--- src/rtl/awg_cmd_pkg.sv ---
`default_nettype none
// ============================================================================
// Module      : awg_cmd_pkg
// Description : Shared constants, FSM states and helpers for the AWG command
//               decoder.
// Revision    : 1.0 - initial release
// ============================================================================
package awg_cmd_pkg;

    localparam logic [7:0] SYNC_BYTE  = 8'hA5;

    localparam logic [3:0] REG_WAVE   = 4'h0;
    localparam logic [3:0] REG_FREQ   = 4'h1;
    localparam logic [3:0] REG_AMP    = 4'h2;
    localparam logic [3:0] REG_OFF    = 4'h3;
    localparam logic [3:0] REG_COMMIT = 4'hF;

    localparam logic [3:0] CHAN_BCAST = 4'hF;

    localparam logic [2:0] ERR_NONE    = 3'd0;
    localparam logic [2:0] ERR_CHK     = 3'd1;
    localparam logic [2:0] ERR_CHAN    = 3'd2;
    localparam logic [2:0] ERR_REG     = 3'd3;
    localparam logic [2:0] ERR_RANGE   = 3'd4;
    localparam logic [2:0] ERR_TIMEOUT = 3'd5;

    typedef enum logic [2:0] {
        ST_IDLE = 3'd0,
        ST_HDR  = 3'd1,
        ST_DHI  = 3'd2,
        ST_DLO  = 3'd3,
        ST_CHK  = 3'd4
    } cmd_state_t;

    // True when the 16-bit payload is representable in 'width' bits.
    function automatic logic fits_width(input logic [15:0] value, input int width);
        return (width >= 16) || ((value >> width) == 16'd0);
    endfunction

endpackage
`default_nettype wire

--- src/rtl/awg_cmd_regbank.sv ---
`default_nettype none
// ============================================================================
// Module      : awg_cmd_regbank
// Description : Per-channel shadow and live waveform parameter registers with
//               a global shadow-to-live commit.
// Revision    : 1.0 - initial release
// ============================================================================
module awg_cmd_regbank #(
    parameter int NUM_CH = 2,
    parameter int FREQ_W = 16,
    parameter int AMP_W  = 10,
    parameter int OFF_W  = 10
) (
    input  logic                      clk,
    input  logic                      rst_n,
    input  logic [NUM_CH-1:0]         wr_en,
    input  logic [1:0]                wr_field,
    input  logic [15:0]               wr_data,
    input  logic                      commit,
    output logic [2*NUM_CH-1:0]       waveform_type,
    output logic [FREQ_W*NUM_CH-1:0]  frequency,
    output logic [AMP_W*NUM_CH-1:0]   amplitude,
    output logic [OFF_W*NUM_CH-1:0]   dc_offset
);

    localparam logic [FREQ_W-1:0] c_freq_rst = FREQ_W'(1);
    localparam logic [AMP_W-1:0]  c_amp_rst  = {AMP_W{1'b1}};
    localparam logic [OFF_W-1:0]  c_off_rst  = OFF_W'(1) << (OFF_W - 1);

    for (genvar i = 0; i < NUM_CH; i++) begin : g_ch
        logic [1:0]        r_sh_wave, r_lv_wave;
        logic [FREQ_W-1:0] r_sh_freq, r_lv_freq;
        logic [AMP_W-1:0]  r_sh_amp,  r_lv_amp;
        logic [OFF_W-1:0]  r_sh_off,  r_lv_off;

        always_ff @(posedge clk or negedge rst_n) begin
            if (!rst_n) begin
                r_sh_wave <= 2'd0;
                r_sh_freq <= c_freq_rst;
                r_sh_amp  <= c_amp_rst;
                r_sh_off  <= c_off_rst;
                r_lv_wave <= 2'd0;
                r_lv_freq <= c_freq_rst;
                r_lv_amp  <= c_amp_rst;
                r_lv_off  <= c_off_rst;
            end else begin
                if (wr_en[i]) begin
                    case (wr_field)
                        2'd0: r_sh_wave <= wr_data[1:0];
                        2'd1: r_sh_freq <= wr_data[FREQ_W-1:0];
                        2'd2: r_sh_amp  <= wr_data[AMP_W-1:0];
                        2'd3: r_sh_off  <= wr_data[OFF_W-1:0];
                    endcase
                end
                if (commit) begin
                    r_lv_wave <= r_sh_wave;
                    r_lv_freq <= r_sh_freq;
                    r_lv_amp  <= r_sh_amp;
                    r_lv_off  <= r_sh_off;
                end
            end
        end

        assign waveform_type[2*i +: 2]     = r_lv_wave;
        assign frequency[FREQ_W*i +: FREQ_W] = r_lv_freq;
        assign amplitude[AMP_W*i +: AMP_W]   = r_lv_amp;
        assign dc_offset[OFF_W*i +: OFF_W]   = r_lv_off;
    end

endmodule
`default_nettype wire

--- src/rtl/awg_cmd_decoder.sv ---
`default_nettype none
// ============================================================================
// Module      : awg_cmd_decoder
// Description : Framed, checksummed UART command parser driving per-channel
//               AWG shadow/live parameter registers.
// Revision    : 1.0 - initial release
// ============================================================================
module awg_cmd_decoder
    import awg_cmd_pkg::*;
#(
    parameter int NUM_CH      = 2,
    parameter int FREQ_W      = 16,
    parameter int AMP_W       = 10,
    parameter int OFF_W       = 10,
    parameter int TIMEOUT_CYC = 100000
) (
    input  logic                      clk,
    input  logic                      rst_n,
    input  logic [7:0]                uart_data,
    input  logic                      data_valid,
    output logic [2*NUM_CH-1:0]       waveform_type,
    output logic [FREQ_W*NUM_CH-1:0]  frequency,
    output logic [AMP_W*NUM_CH-1:0]   amplitude,
    output logic [OFF_W*NUM_CH-1:0]   dc_offset,
    output logic                      update_stb,
    output logic                      cmd_ok,
    output logic                      cmd_err,
    output logic [2:0]                err_code
);

    localparam int c_cnt_w = $clog2(TIMEOUT_CYC);
    localparam logic [c_cnt_w-1:0] c_cnt_last = c_cnt_w'(TIMEOUT_CYC - 1);

    cmd_state_t         r_state, w_state_nxt;
    logic [7:0]         r_hdr, r_dhi, r_dlo;
    logic [7:0]         w_hdr_nxt, w_dhi_nxt, w_dlo_nxt;
    logic [c_cnt_w-1:0] r_cnt, w_cnt_nxt;
    logic               r_cmd_ok, r_cmd_err, r_update_stb;
    logic               w_ok_nxt, w_err_nxt, w_upd_nxt;
    logic [2:0]         r_err_code, w_code_nxt;

    logic [3:0]         w_chan, w_reg;
    logic [15:0]        w_payload;
    logic               w_is_commit, w_chk_bad, w_chan_bad, w_reg_bad, w_range_ok;
    logic [2:0]         w_eval_code;
    logic [NUM_CH-1:0]  w_ch_mask, w_wr_en;
    logic               w_commit;

    // Packet evaluation, meaningful only while the CHK byte is on the bus.
    always_comb begin
        w_chan      = r_hdr[7:4];
        w_reg       = r_hdr[3:0];
        w_payload   = {r_dhi, r_dlo};
        w_is_commit = (w_reg == REG_COMMIT);
        w_chk_bad   = (uart_data != (r_hdr ^ r_dhi ^ r_dlo));
        w_chan_bad  = !w_is_commit && (w_chan != CHAN_BCAST) && (int'(w_chan) >= NUM_CH);
        w_reg_bad   = !(w_reg inside {REG_WAVE, REG_FREQ, REG_AMP, REG_OFF, REG_COMMIT});

        case (w_reg)
            REG_WAVE: w_range_ok = (w_payload < 16'd4);
            REG_FREQ: w_range_ok = (w_payload != 16'd0) && fits_width(w_payload, FREQ_W);
            REG_AMP:  w_range_ok = fits_width(w_payload, AMP_W);
            REG_OFF:  w_range_ok = fits_width(w_payload, OFF_W);
            default:  w_range_ok = 1'b1;
        endcase

        if (w_chk_bad)        w_eval_code = ERR_CHK;
        else if (w_chan_bad)  w_eval_code = ERR_CHAN;
        else if (w_reg_bad)   w_eval_code = ERR_REG;
        else if (!w_range_ok) w_eval_code = ERR_RANGE;
        else                  w_eval_code = ERR_NONE;

        for (int i = 0; i < NUM_CH; i++) begin
            w_ch_mask[i] = (w_chan == CHAN_BCAST) || (int'(w_chan) == i);
        end
    end

    always_comb begin
        w_state_nxt = r_state;
        w_hdr_nxt   = r_hdr;
        w_dhi_nxt   = r_dhi;
        w_dlo_nxt   = r_dlo;
        w_cnt_nxt   = r_cnt;
        w_ok_nxt    = 1'b0;
        w_err_nxt   = 1'b0;
        w_upd_nxt   = 1'b0;
        w_code_nxt  = r_err_code;
        w_wr_en     = '0;
        w_commit    = 1'b0;

        if (r_state == ST_IDLE) begin
            w_cnt_nxt = '0;
            if (data_valid && (uart_data == SYNC_BYTE)) begin
                w_state_nxt = ST_HDR;
            end
        end else if (data_valid) begin
            w_cnt_nxt = '0;
            case (r_state)
                ST_HDR: begin
                    w_hdr_nxt   = uart_data;
                    w_state_nxt = ST_DHI;
                end
                ST_DHI: begin
                    w_dhi_nxt   = uart_data;
                    w_state_nxt = ST_DLO;
                end
                ST_DLO: begin
                    w_dlo_nxt   = uart_data;
                    w_state_nxt = ST_CHK;
                end
                ST_CHK: begin
                    w_state_nxt = ST_IDLE;
                    if (w_eval_code != ERR_NONE) begin
                        w_err_nxt  = 1'b1;
                        w_code_nxt = w_eval_code;
                    end else begin
                        w_ok_nxt = 1'b1;
                        if (w_is_commit) begin
                            w_commit  = 1'b1;
                            w_upd_nxt = 1'b1;
                        end else begin
                            w_wr_en = w_ch_mask;
                        end
                    end
                end
                default: w_state_nxt = ST_IDLE;
            endcase
        end else if (r_cnt == c_cnt_last) begin
            // A byte in this cycle would have taken the branch above instead.
            w_state_nxt = ST_IDLE;
            w_cnt_nxt   = '0;
            w_err_nxt   = 1'b1;
            w_code_nxt  = ERR_TIMEOUT;
        end else begin
            w_cnt_nxt = r_cnt + c_cnt_w'(1);
        end
    end

    always_ff @(posedge clk or negedge rst_n) begin
        if (!rst_n) begin
            r_state      <= ST_IDLE;
            r_hdr        <= '0;
            r_dhi        <= '0;
            r_dlo        <= '0;
            r_cnt        <= '0;
            r_cmd_ok     <= 1'b0;
            r_cmd_err    <= 1'b0;
            r_update_stb <= 1'b0;
            r_err_code   <= ERR_NONE;
        end else begin
            r_state      <= w_state_nxt;
            r_hdr        <= w_hdr_nxt;
            r_dhi        <= w_dhi_nxt;
            r_dlo        <= w_dlo_nxt;
            r_cnt        <= w_cnt_nxt;
            r_cmd_ok     <= w_ok_nxt;
            r_cmd_err    <= w_err_nxt;
            r_update_stb <= w_upd_nxt;
            r_err_code   <= w_code_nxt;
        end
    end

    awg_cmd_regbank #(
        .NUM_CH (NUM_CH),
        .FREQ_W (FREQ_W),
        .AMP_W  (AMP_W),
        .OFF_W  (OFF_W)
    ) u_regbank (
        .clk           (clk),
        .rst_n         (rst_n),
        .wr_en         (w_wr_en),
        .wr_field      (w_reg[1:0]),
        .wr_data       (w_payload),
        .commit        (w_commit),
        .waveform_type (waveform_type),
        .frequency     (frequency),
        .amplitude     (amplitude),
        .dc_offset     (dc_offset)
    );

    assign cmd_ok     = r_cmd_ok;
    assign cmd_err    = r_cmd_err;
    assign update_stb = r_update_stb;
    assign err_code   = r_err_code;

endmodule
`default_nettype wire

--- config.mk ---
export PLATFORM = sky130hd
export DESIGN_NAME = awg_cmd_decoder
export DESIGN_NICKNAME = d
export VERILOG_FILES = /design/src/rtl/awg_cmd_pkg.sv /design/src/rtl/awg_cmd_regbank.sv /design/src/rtl/awg_cmd_decoder.sv
export SDC_FILE = /design/constraint.sdc
export NUM_CORES = 1
export LEC_CHECK = 0
export ABC_AREA = 0
export BUFFER_PORTS_ARGS = -buffer_cell sky130_fd_sc_hd__clkbuf_2
export CAP_MARGIN = 20
export CORE_UTILIZATION = 35
export CTS_BUF_LIST = sky130_fd_sc_hd__clkbuf_16
export DETAILED_ROUTE_END_ITERATION = 12
export PLACE_DENSITY = 0.58
export SLEW_MARGIN = 20
export SYNTH_ARGS = -nofsm -noshare
export SYNTH_HDL_FRONTEND = slang
export SYNTH_SLANG_ARGS = --single-unit
--- constraint.sdc ---
create_clock -name clk -period 2.4 [get_ports clk]
set_input_delay 0.24 -clock clk [delete_from_list [all_inputs] [get_ports clk]]
set_output_delay 0.24 -clock clk [all_outputs]
set_load 0.03 [all_outputs]
==> impl_metrics.yaml <==
synthesis:
  ys_warn_count: 0
  synth_edf_count: 0
  synth_cell_type_count: 43
  yosysSeqAreaShare_pct: 61.0
  syn_nets: 585
  synth-seq-cells: 202
  synth_ff_type: "dfrtp_1"
  syn_area_per_cell_um2: 14.6
  synth.cell_area_mm2: 0.00838
  synthCells: 573
  synth-async-reset-ratio_pct: 100
pwr:
  vdd_ir_drop_max_v: 0.000496
  seq_power_share_pct: 41.1
  power_switching_mw: 3.00
  cell_internal_pwr_mw: 6.61
  power_leakage_nw: 5.34
  p_per_area_mw_per_mm2: 856
  p_sw_share_pct: 31.2
  power_frac_comb_pct: 27.7
  p_clk_share_pct: 31.2
floorplan:
  die_y_um: 157
  die_x_um: 157
  rows: 56
  num_io_pins: 93
  initial_core_util_pct: 35.7
  core_mm2: 0.0235
  die-area_mm2: 0.0246
timing:
  layout_setup_ws_ns: -0.131
  fin_crit_ns: 2.53
  min_period_over_period_pct: 105
  slew_viol_final: 0
  setup_viol: 93
  worst_slew_pin_slew_ns: 0.814
  max_slew_margin_pct: 45.4
  skew_ns: 0.0110
  setup_tns_ns: -5.06
  hold_ws_ns: 0.0606
  rsz0062_at_grt: "true"
  max_freq_ghz: 0.395
  timing_hold_violations_final: 0
worst_setup_path:
  crit_path_max_incr_delay_ns: 0.47
  critPathCaptureType: "flip-flop"
  crit_cells: 9
  crit_path_frequent_cell: "nor4_4"
  critPathTopFamily: "simple AND/OR/NAND/NOR gates"
  timing.rr.end: "u_regbank.g_ch[1].r_sh_off[3]"
  crit_type: "flip-flop to flip-flop"
  path_cells: "buf_6 > nor4_4 > nand4_1 > or4_4 > nand3_4 > nor4_4 > buf_4 > clkbuf_16 > mux2_4"
  critPathBufInv: 3
  r2r_start: "r_dhi[0]"
  startpoint_type: "flip-flop"
  regToRegSetupSlack_ns: -0.13
  critPathArrivalTime_ns: 2.92
  critPathMaxFanout: 5
  cpMaxStageDelayCell: "or4_4"
  reg2reg_depth: 9
  required_ns: 2.78
grt:
  use_met1_pct: 22.0
  use_met2_pct: 28.0
  antenna_found_initial: 0
  grtUsageTotal_pct: 16.7
  top_usage_layer: "met2"
  globalRouteOverflowTotal: 0
  gr-usage-met3_pct: 2.58
  grt_pass1_wl_um: 31800
  grt_pass1_vias: 5725
  grt_max_degree: 68
min_path:
  hold_class: "primary input to flip-flop"
  hold_end: "r_dlo[6]"
  hold_depth: 2
  min_from: "uart_data[6]"
flow_run:
  max-cap-violations: 0
placed_design:
  port_buffers: 92
  place.gp.congestion: 0.820
  dp_hpwl_um: 13700
layout:
  fin_nets: 768
  n_fill_cell: 2081
  syn_to_final_growth_pct: 33.9
  final_layout_size_suffix_gt1_share_pct: 60.8
  diodes: 0
run_status:
  failed_checks: "setup timing"
  status: "finished with violations"
drt:
  drc: 0
  post_drt_wl_per_cell_um: 18.9
  drt_iter0_markers: 205
  postRouteAntennaNets: 0
  via_count: 5363
  vias_per_cell: 4.92
  first_pass_iters: 4
  route.final.wire_length_um: 20600
clocking:
  numClockSinks: 202
  cts_tree: "done"
  cts_root_buffer: "clkbuf_16"
  cts_buffers: 21
  cts.path.max_buffers: 3
  clk_latency_ns: 0.50
  cts_max_level: 1
  clk_pin_slew_ns: 0.06
flip-flops by register name (all words and copies together) (netlist names), 17 cells and up:
name                      count
u_regbank.g_ch.r_lv_off      20
u_regbank.g_ch.r_sh_amp      20
u_regbank.g_ch.r_sh_off      20
u_regbank.g_ch.r_lv_amp      20
u_regbank.g_ch.r_lv_freq     32
r_cnt                        17
u_regbank.g_ch.r_sh_freq     32
worst max-delay path by stage:
stage	startpoint	endpoint	slack [ns]
finish	r_dhi[0]	u_regbank.g_ch[1].r_sh_off[3]	-0.13
global placement	r_dhi[2]	u_regbank.g_ch[0].r_sh_wave[1]	-0.20
global route	r_dhi[4]	u_regbank.g_ch[1].r_sh_freq[1]	-0.22
detailed placement	r_dhi[2]	u_regbank.g_ch[0].r_sh_freq[5]	-0.23
CTS	r_dhi[0]	u_regbank.g_ch[0].r_sh_freq[5]	-0.06
floorplan	r_dlo[7]	u_regbank.g_ch[0].r_sh_off[0]	-0.07
Yosys cell counts, types with 3 or more instances:
master | number | area (um2)
buf_6 | 4 | 45.0
and3_1 | 8 | 50.1
nor4_1 | 8 | 50.1
dfstp_2 | 48 | 1260
dfrtp_1 | 154 | 3850
a21oi_1 | 8 | 40.0
o21ai_0 | 8 | 40.0
clkbuf_1 | 5 | 18.8
nand2_1 | 14 | 52.6
buf_4 | 6 | 45.0
inv_1 | 3 | 11.3
xor2_1 | 18 | 158
nor2_1 | 26 | 97.6
nor3_1 | 6 | 30.0
mux2_1 | 3 | 33.8
nor4_4 | 5 | 106
buf_2 | 11 | 55.1
xnor2_1 | 19 | 166
nand3_1 | 13 | 65.1
mux2_2 | 173 | 1950
or4_1 | 3 | 22.5
repair_timing:
action / 4_1_cts / 5_1_grt
resized for setup: 53 / 66
endpoints found under the setup margin: 152 / 154
setup buffers: 7 / 11
cloned: 2 / 5
hold buffers: 1 / 0
hold endpoints to repair: 48 / 0
pin swaps: 3 / 16
kinds of logic (layout without fill, tap and decap cells):
kind of cell / after synthesis / count (layout) / synth area share, %
flip-flops: 202 / 202 / 61.0
AND/OR/NAND/NOR: 99 / 99 / 7.12
multiplexers: 176 / 176 / 23.6
XOR/XNOR: 37 / 37 / 3.87
adder cells (fa/ha/maj): 1 / 1 / 0.149
AO/OA/AOI/OAI: 28 / 28 / 2.09
buffers and inverters: 30 / 228 / 2.13
layer usage:
| layer | part of all wire (%) | up-vias |
|---|---|---|
| li1 | - | 2401 |
| met2 | 49 | 121 |
| met3 | 4.0 | 26 |
| met5 | 0 | - |
| met1 | 45 | 2815 |
| met4 | 2.0 | 0 |
through the flow:
| step | util, % | area, um2 | setup slack [ns] | power, mW | instances |
|---|---|---|---|---|---|
| 6_report | 47.8 | 11200 | -0.131 | 9.61 | 1090 |
| 5_1_grt | 47.8 | 11200 | -0.224 | 10.1 | 1090 |
| 4_1_cts | 46.1 | 10800 | -0.0631 | 9.43 | 1078 |
| 3_3_place_gp | 42.0 | 9860 | -0.198 | 6.16 | 1032 |
| 3_5_place_dp | 42.0 | 9860 | -0.229 | 6.21 | 1032 |
| 2_1_floorplan | - | 8480 | -0.0698 | 5.23 | 573 |
power by group through the flow:
stage | Clock (mW) | Combinational [mW] | Sequential, mW
after floorplan | 0 | 1.30 | 3.93
after global placement | 0 | 2.20 | 3.96
after detailed placement | 0 | 2.24 | 3.97
after CTS | 3.07 | 2.43 | 3.93
after global routing | 3.22 | 2.85 | 3.99
final | 3.00 | 2.66 | 3.95
layout by cell type (no fill, tap or decap), types with 15 or more instances in the layout:
cell | synthesis | layout
mux2_4 | 0 | 81
dfstp_2 | 48 | 48
xor2_1 | 18 | 17
dfrtp_1 | 154 | 151
xnor2_1 | 19 | 17
mux2_2 | 173 | 95
nor2_1 | 26 | 26
clkbuf_16 | 0 | 25
buf_4 | 6 | 64
buf_12 | 0 | 15
clkbuf_2 | 0 | 91
area by class of cell:
| cell class | instances | area (um2) | area share (%) |
|---|---|---|---|
| Inverter | 3 | 11.3 | 0.100 |
| Multi-Input combinational cell | 341 | 3590 | 32.0 |
| Sequential cell | 202 | 5120 | 45.6 |
| Clock buffer | 21 | 526 | 4.68 |
| Tap cell | 319 | 399 | 3.55 |
| Timing Repair Buffer | 187 | 1490 | 13.2 |
| Clock inverter | 17 | 98.8 | 0.880 |
No activity file was read; power rests on OpenSTA's default activity.
